==> src/rtl/cpx_issue_queue.sv <==
// Issue queue for the complex-arithmetic execute stage. It buffers instructions, holds
// each one on the operand bus through divider stalls, and retires it with its tag.
module cpx_issue_queue #(
    parameter int         DATA_SIZE      = 8,
    parameter int         DEPTH          = 4,
    parameter int         TAG_W          = 4,
    parameter logic [3:0] DIV_OP         = 4'b0011,
    parameter logic [3:0] NOP_OP         = 4'b0000,
    parameter int         MAX_DIV_CYCLES = 15
) (
    input  logic                        clk,
    input  logic                        rst_n,
    input  logic                        in_valid,
    output logic                        in_ready,
    input  logic [3:0]                  in_op,
    input  logic signed [DATA_SIZE-1:0] in_a1,
    input  logic signed [DATA_SIZE-1:0] in_a2,
    input  logic signed [DATA_SIZE-1:0] in_b1,
    input  logic signed [DATA_SIZE-1:0] in_b2,
    input  logic [TAG_W-1:0]            in_tag,
    output logic [3:0]                  Op,
    output logic signed [DATA_SIZE-1:0] A1,
    output logic signed [DATA_SIZE-1:0] A2,
    output logic signed [DATA_SIZE-1:0] B1,
    output logic signed [DATA_SIZE-1:0] B2,
    input  logic                        Stall,
    input  logic signed [DATA_SIZE-1:0] ex_out1,
    input  logic signed [DATA_SIZE-1:0] ex_out2,
    output logic                        ret_valid,
    output logic [TAG_W-1:0]            ret_tag,
    output logic signed [DATA_SIZE-1:0] ret_out1,
    output logic signed [DATA_SIZE-1:0] ret_out2,
    output logic                        ret_err,
    output logic                        busy
);
    localparam int AW = $clog2(DEPTH);
    localparam int CW = $clog2(MAX_DIV_CYCLES + 1);
    localparam logic [AW:0]   FULL_CNT = (AW+1)'(DEPTH);
    localparam logic [CW-1:0] MAX_CNT  = CW'(MAX_DIV_CYCLES);

    typedef enum logic [1:0] {S_FLUSH, S_IDLE, S_EXEC, S_DIV_WAIT} state_t;

    typedef struct packed {
        logic [3:0]                  op;
        logic signed [DATA_SIZE-1:0] a1;
        logic signed [DATA_SIZE-1:0] a2;
        logic signed [DATA_SIZE-1:0] b1;
        logic signed [DATA_SIZE-1:0] b2;
        logic [TAG_W-1:0]            tag;
    } entry_t;

    state_t                      r_state, w_state_nx;
    logic [CW-1:0]               r_cnt, w_cnt_nx;
    entry_t                      r_mem [DEPTH];
    logic [AW-1:0]               r_wr, r_rd;
    logic [AW:0]                 r_count;

    entry_t                      w_in, w_head, w_next, w_sel;
    logic                        w_push, w_pop, w_full;
    logic                        w_head_avail, w_next_avail;
    logic                        w_load, w_use_next, w_drive_nop, w_drive_flush;
    logic                        w_retire, w_err, w_complete;

    logic [3:0]                  r_op;
    logic signed [DATA_SIZE-1:0] r_a1, r_a2, r_b1, r_b2;
    logic [TAG_W-1:0]            r_cur_tag;
    logic                        r_ret_valid, r_ret_err;
    logic [TAG_W-1:0]            r_ret_tag;
    logic signed [DATA_SIZE-1:0] r_ret_out1, r_ret_out2;

    assign w_full   = (r_count == FULL_CNT);
    assign in_ready = (r_state != S_FLUSH) && !w_full;
    assign w_push   = in_valid && in_ready;
    assign busy     = (r_state != S_IDLE) || (r_count != '0);

    assign w_in = '{op: in_op, a1: in_a1, a2: in_a2, b1: in_b1, b2: in_b2, tag: in_tag};

    // An empty queue forwards the incoming instruction so issue costs only one cycle.
    assign w_head       = (r_count == '0) ? w_in : r_mem[r_rd];
    assign w_head_avail = (r_count != '0) || w_push;
    assign w_next       = (r_count > (AW+1)'(1)) ? r_mem[r_rd + AW'(1)] : w_in;
    assign w_next_avail = (r_count > (AW+1)'(1)) || w_push;
    assign w_sel        = w_use_next ? w_next : w_head;

    always_ff @(posedge clk) begin
        if (!rst_n) begin
            r_state <= S_FLUSH;
            r_cnt   <= '0;
        end else begin
            r_state <= w_state_nx;
            r_cnt   <= w_cnt_nx;
        end
    end

    always_comb begin
        w_state_nx    = r_state;
        w_cnt_nx      = r_cnt;
        w_load        = 1'b0;
        w_use_next    = 1'b0;
        w_drive_nop   = 1'b0;
        w_drive_flush = 1'b0;
        w_retire      = 1'b0;
        w_err         = 1'b0;
        w_pop         = 1'b0;
        w_complete    = 1'b0;
        case (r_state)
            S_FLUSH: begin
                // r_cnt == 0 with DIV on the bus marks the launch cycle, where Stall is ignored.
                if (r_op != DIV_OP) begin
                    w_drive_flush = 1'b1;
                    w_cnt_nx      = '0;
                end else if (r_cnt == '0) begin
                    w_cnt_nx = CW'(1);
                end else if (!Stall || r_cnt == MAX_CNT) begin
                    w_state_nx  = S_IDLE;
                    w_drive_nop = 1'b1;
                    w_cnt_nx    = '0;
                end else begin
                    w_cnt_nx = r_cnt + CW'(1);
                end
            end
            S_IDLE: begin
                if (w_head_avail) begin
                    w_load     = 1'b1;
                    w_cnt_nx   = '0;
                    w_state_nx = (w_head.op == DIV_OP) ? S_DIV_WAIT : S_EXEC;
                end
            end
            S_EXEC: begin
                w_complete = 1'b1;
            end
            S_DIV_WAIT: begin
                if (r_cnt == '0) begin
                    w_cnt_nx = CW'(1);
                end else if (!Stall) begin
                    w_complete = 1'b1;
                end else if (r_cnt == MAX_CNT) begin
                    w_pop         = 1'b1;
                    w_retire      = 1'b1;
                    w_err         = 1'b1;
                    w_drive_flush = 1'b1;
                    w_cnt_nx      = '0;
                    w_state_nx    = S_FLUSH;
                end else begin
                    w_cnt_nx = r_cnt + CW'(1);
                end
            end
            default: begin
                w_state_nx = S_FLUSH;
            end
        endcase

        if (w_complete) begin
            w_pop    = 1'b1;
            w_retire = 1'b1;
            if (w_next_avail) begin
                w_load     = 1'b1;
                w_use_next = 1'b1;
                w_cnt_nx   = '0;
                w_state_nx = (w_next.op == DIV_OP) ? S_DIV_WAIT : S_EXEC;
            end else begin
                w_drive_nop = 1'b1;
                w_state_nx  = S_IDLE;
            end
        end
    end

    always_ff @(posedge clk) begin
        if (w_push) begin
            r_mem[r_wr] <= w_in;
        end
    end

    always_ff @(posedge clk) begin
        if (!rst_n) begin
            r_wr    <= '0;
            r_rd    <= '0;
            r_count <= '0;
        end else begin
            if (w_push) r_wr <= r_wr + AW'(1);
            if (w_pop)  r_rd <= r_rd + AW'(1);
            case ({w_push, w_pop})
                2'b10:   r_count <= r_count + (AW+1)'(1);
                2'b01:   r_count <= r_count - (AW+1)'(1);
                default: r_count <= r_count;
            endcase
        end
    end

    always_ff @(posedge clk) begin
        if (!rst_n) begin
            r_op      <= NOP_OP;
            r_a1      <= '0;
            r_a2      <= '0;
            r_b1      <= '0;
            r_b2      <= '0;
            r_cur_tag <= '0;
        end else if (w_load) begin
            r_op      <= w_sel.op;
            r_a1      <= w_sel.a1;
            r_a2      <= w_sel.a2;
            r_b1      <= w_sel.b1;
            r_b2      <= w_sel.b2;
            r_cur_tag <= w_sel.tag;
        end else if (w_drive_nop || w_drive_flush) begin
            r_op <= w_drive_flush ? DIV_OP : NOP_OP;
            r_a1 <= '0;
            r_a2 <= '0;
            r_b1 <= '0;
            r_b2 <= '0;
        end
    end

    always_ff @(posedge clk) begin
        if (!rst_n) begin
            r_ret_valid <= 1'b0;
            r_ret_tag   <= '0;
            r_ret_out1  <= '0;
            r_ret_out2  <= '0;
            r_ret_err   <= 1'b0;
        end else begin
            r_ret_valid <= w_retire;
            if (w_retire) begin
                r_ret_tag  <= r_cur_tag;
                r_ret_err  <= w_err;
                r_ret_out1 <= w_err ? '0 : ex_out1;
                r_ret_out2 <= w_err ? '0 : ex_out2;
            end
        end
    end

    assign Op        = r_op;
    assign A1        = r_a1;
    assign A2        = r_a2;
    assign B1        = r_b1;
    assign B2        = r_b2;
    assign ret_valid = r_ret_valid;
    assign ret_tag   = r_ret_tag;
    assign ret_out1  = r_ret_out1;
    assign ret_out2  = r_ret_out2;
    assign ret_err   = r_ret_err;

endmodule

==> config.mk <==
export PLATFORM = sky130hd
export DESIGN_NAME = cpx_issue_queue
export DESIGN_NICKNAME = d
export VERILOG_FILES = /design/src/rtl/cpx_issue_queue.sv
export SDC_FILE = /design/constraint.sdc
export NUM_CORES = 1
export LEC_CHECK = 0
export ABC_CLOCK_PERIOD_IN_PS = 2420
export CORE_MARGIN = 2
export CORE_UTILIZATION = 35
export CTS_BUF_LIST = sky130_fd_sc_hd__clkbuf_16
export DETAILED_ROUTE_END_ITERATION = 10
export GPL_TIMING_DRIVEN = 0
export PLACE_DENSITY = 0.68
export SLEW_MARGIN = 10
export SYNTH_ARGS = -nofsm -noshare
export SYNTH_HDL_FRONTEND = slang
export SYNTH_SLANG_ARGS = --single-unit
==> constraint.sdc <==
create_clock -name clk -period 2.42 [get_ports clk]
set_input_delay 0.484 -clock clk [delete_from_list [all_inputs] [get_ports clk]]
set_output_delay 0.484 -clock clk [all_outputs]
set_load 0.01 [all_outputs]
==> out/qor.yml <==
outcome: "finished, final reports clean"
antennaDiodeCount: 0
synth_top_family_by_area: "multiplexers"
grt_pass1_vias: 7725
path_cells: "inv_4, ha_4, nor2b_2, buf_6, buf_12, clkbuf_16, nand2_2, buf_6"
ant_nets: 0
layout_min_cycle_time_ns: 2.362
die_h_microns: 183.0
finalHoldViolCount: 0
worst-setup-path-type: "reg2out"
clk_pin_slew_ns: 0.06
cts-root-buf: "clkbuf_16"
rsz0062_at_grt: "no"
netlist_area_sq_mm: 0.01121
cpPeakStageDelay_ns: 0.38
routabilityCongestion: 0.8258
yosysWarnings: 0
dpl_cell_area_sq_mm: 0.01291
hold_class: "reg2reg"
synth_mux_area_share_pct: 16.57
synth.most_common_cell: "nand2_1"
leakagePower_nw: 4.761
place_inst: 1387
synthDistinctLibCells: 62
grt_max_degree: 41
fill_cells: 2855
wl_per_cell_microns: 19.97
critPathCaptureType: "output pin"
drt_iter0_drc: 595
critPathMaxFanout: 10
synth_edf_count: 160
cts.sinks: 237
synth_cells: 866
ys_async_sr_fraction_pct: 0
slew_viol_final: 0
crit_top_cell: "buf_6"
clock_path_buffers: 3
num_vias: 7675
antenna_found_initial: 0
core_area_sq_mm: 0.03156
critPathRequiredTime_ns: 1.94
drive_above_1_share_pct: 21.73
synth_seq_cells: 237
grt_overflow: 0
worstMarginPinSlew_ns: 0.7226
relSlewSlack_pct: 51.83
path_delay_family: "buffers and inverters"
ir_drop_v: 0.0005359
cp.arrival_ns: 1.88
ioPinCount: 120
fin_crit_sh_pct: 97.59
cts_tree: "done"
nNetsFinal: 1094
syn_nets: 940
num_rows: 65
start_util_pct: 35.52
synth_top_area_share_pct: 42.87
drcViolationCount: 0
area_growth_pct: 25.11
grt_usage_pct: 16.96
htree_levels: 1
startpoint_type: "register"
fmax_mhz: 423.4
fin_worst_skew_ns: 0.02658
synthSimpleGateAreaFrac_pct: 11.51
ys.flop_type: "edfxtp_1"
finalSetupViolCount: 0
hpwl_microns: 18470
critical-path-slowest-cell: "dfxtp_4"
die_w_microns: 183.0
synthTopCellsByArea: "edfxtp_1 43%, mux4_2 16%, dfxtp_1 14%, nand2_1 7.4%, a221oi_2 3.6%"
postCtsHoldBufs: 0
power.density_mw_per_mm2: 974.3
synthXorXnorAreaFrac_pct: 0.3126
grt_pass1_wl_microns: 44180
ys_top_cells_by_count: "222 x nand2_1, 160 x edfxtp_1, 78 x mux4_2"
seqCellArea_sq_mm: 0.006352
clk_latency_ns: 0.55
yosysSeqAreaShare_pct: 56.62
yosysTopAreaCell: "edfxtp_1"
cp_num_buf_inv: 5
dieArea_sq_mm: 0.03347
io_buffers: 119
fin_cells: 1442
fin_area_sq_mm: 0.01402
wirelength_microns: 28790
route.detailed.vias_per_inst: 5.322
synth_compound_area_share_pct: 10.34
drv_cap: 0
cts_buffers: 26
drt_pass1_iterations: 5
avgSynthCellArea_sq_um: 12.94
total_power_mw: 13.66
multi_input_area_sq_mm: 0.004591
synthAdderAreaFrac_pct: 1.563
## worst min-delay path, stage by stage, from the launching register on
cell,delay [ns]
dfxtp_1,0.31
nand2_1,0.05
a21oi_1,0.05
## report_power, final
part	switching, mW	leakage, nW	total, mW	internal (mW)
Sequential	0.176	2.06	4.81	4.64
Clock	1.68	0.435	4.09	2.41
Combinational	2.82	2.26	4.76	1.94
## per-stage QoR
| step | hold WS, ns | setup TNS (ns) | setup slack [ns] | utilization [%] |
|---|---|---|---|---|
| finish | 0.4500 | 0 | 0.05821 | 44.44 |
| global route | 0.4653 | 0 | 0.002115 | 44.44 |
| CTS | 0.4531 | -35.12 | -0.3201 | 44.03 |
| detailed placement | 0.4451 | -76.76 | -0.7201 | 40.90 |
| global placement | 0.4392 | -73.72 | -0.7078 | 40.90 |
| floorplan | 0.4322 | 0 | 0.05120 | - |
## cell type report
class | count | area share, %
multi-input combinational | 558 | 32.74
tap | 402 | 3.587
timing repair buffer | 128 | 9.003
clock buffer | 26 | 4.640
inverter | 12 | 0.3569
clock inverter | 22 | 1.767
buffer | 57 | 2.606
sequential | 237 | 45.30
## cells by family after synthesis
family          count (synthesis)
compound gates                143
xor+xnor                        4
fa+ha+maj                      14
buf+inv                        71
flops                         237
mux                            88
simple gates                  309
## per-layer routing
layer,wire (microns),GRT usage (%),vias up,part of all wire (%)
met5,0,0,-,0
met4,524,4.128,0,1.8
met3,1645,2.522,36,5.7
met2,14210,28.62,271,49
met1,12410,23.14,3794,43
li1,-,-,3574,-
## registers in the layout (all words and copies together) (netlist names), named ones only
register	cells
A2	8
ret_valid	1
r_mem	160
r_count	3
B1	8
A1	8
r_wr	2
ret_err	1
r_cnt	4
ret_out1	8
B2	8
ret_out2	8
r_cur_tag	4
r_rd	2
Op	4
r_state	2
ret_tag	4
## what timing repair did
action | 4_1_cts | 5_1_grt
pin swaps | 2 | 1
gates cloned | 0 | 0
endpoints found under the setup margin | 196 | 203
buffers inserted | 2 | 7
gates resized for setup | 20 | 40
## path summary, 6_finish.rpt
| path | start | endpoint | slack, ns | cells past startpoint |
|---|---|---|---|---|
| min reg2reg | ret_out1[4]$_SDFFE_PN0N_ | ret_out1[4]$_SDFFE_PN0N_ | 0.45 | 2 |
| max | r_count[1]$_SDFFE_PN0P_ | busy | 0.06 | 8 |
| min | ret_out1[4]$_SDFFE_PN0N_ | ret_out1[4]$_SDFFE_PN0N_ | 0.45 | 2 |
| max reg2reg | r_cnt[1]$_SDFF_PN0_ | B1[1]$_SDFFE_PN0P_ | 0.10 | 11 |
## placed cells by master, fill, tap and decap left out, drive strengths merged, types with 2 or more instances in the layout
cell and count:
a211oi 4, a21o 2, a21oi 75, a221oi 34
a22oi 2, and2 8, and3 2, buf 41
bufinv 4, clkbuf 52, clkdlybuf4s50 117, clkinv 13
clkinvlp 4, dfxtp 77, edfxtp 160, ha 14
inv 13, mux2i 10, mux4 78, nand2 223
nand2b 6, nand3 7, nor2 49, nor2b 2
nor3b 2, o211ai 4, o21ai 3, o21bai 2
o22a 2, o311a 2, o32a 4, xnor2 2
xor2 2
No activity file was read; power rests on OpenSTA's default activity.
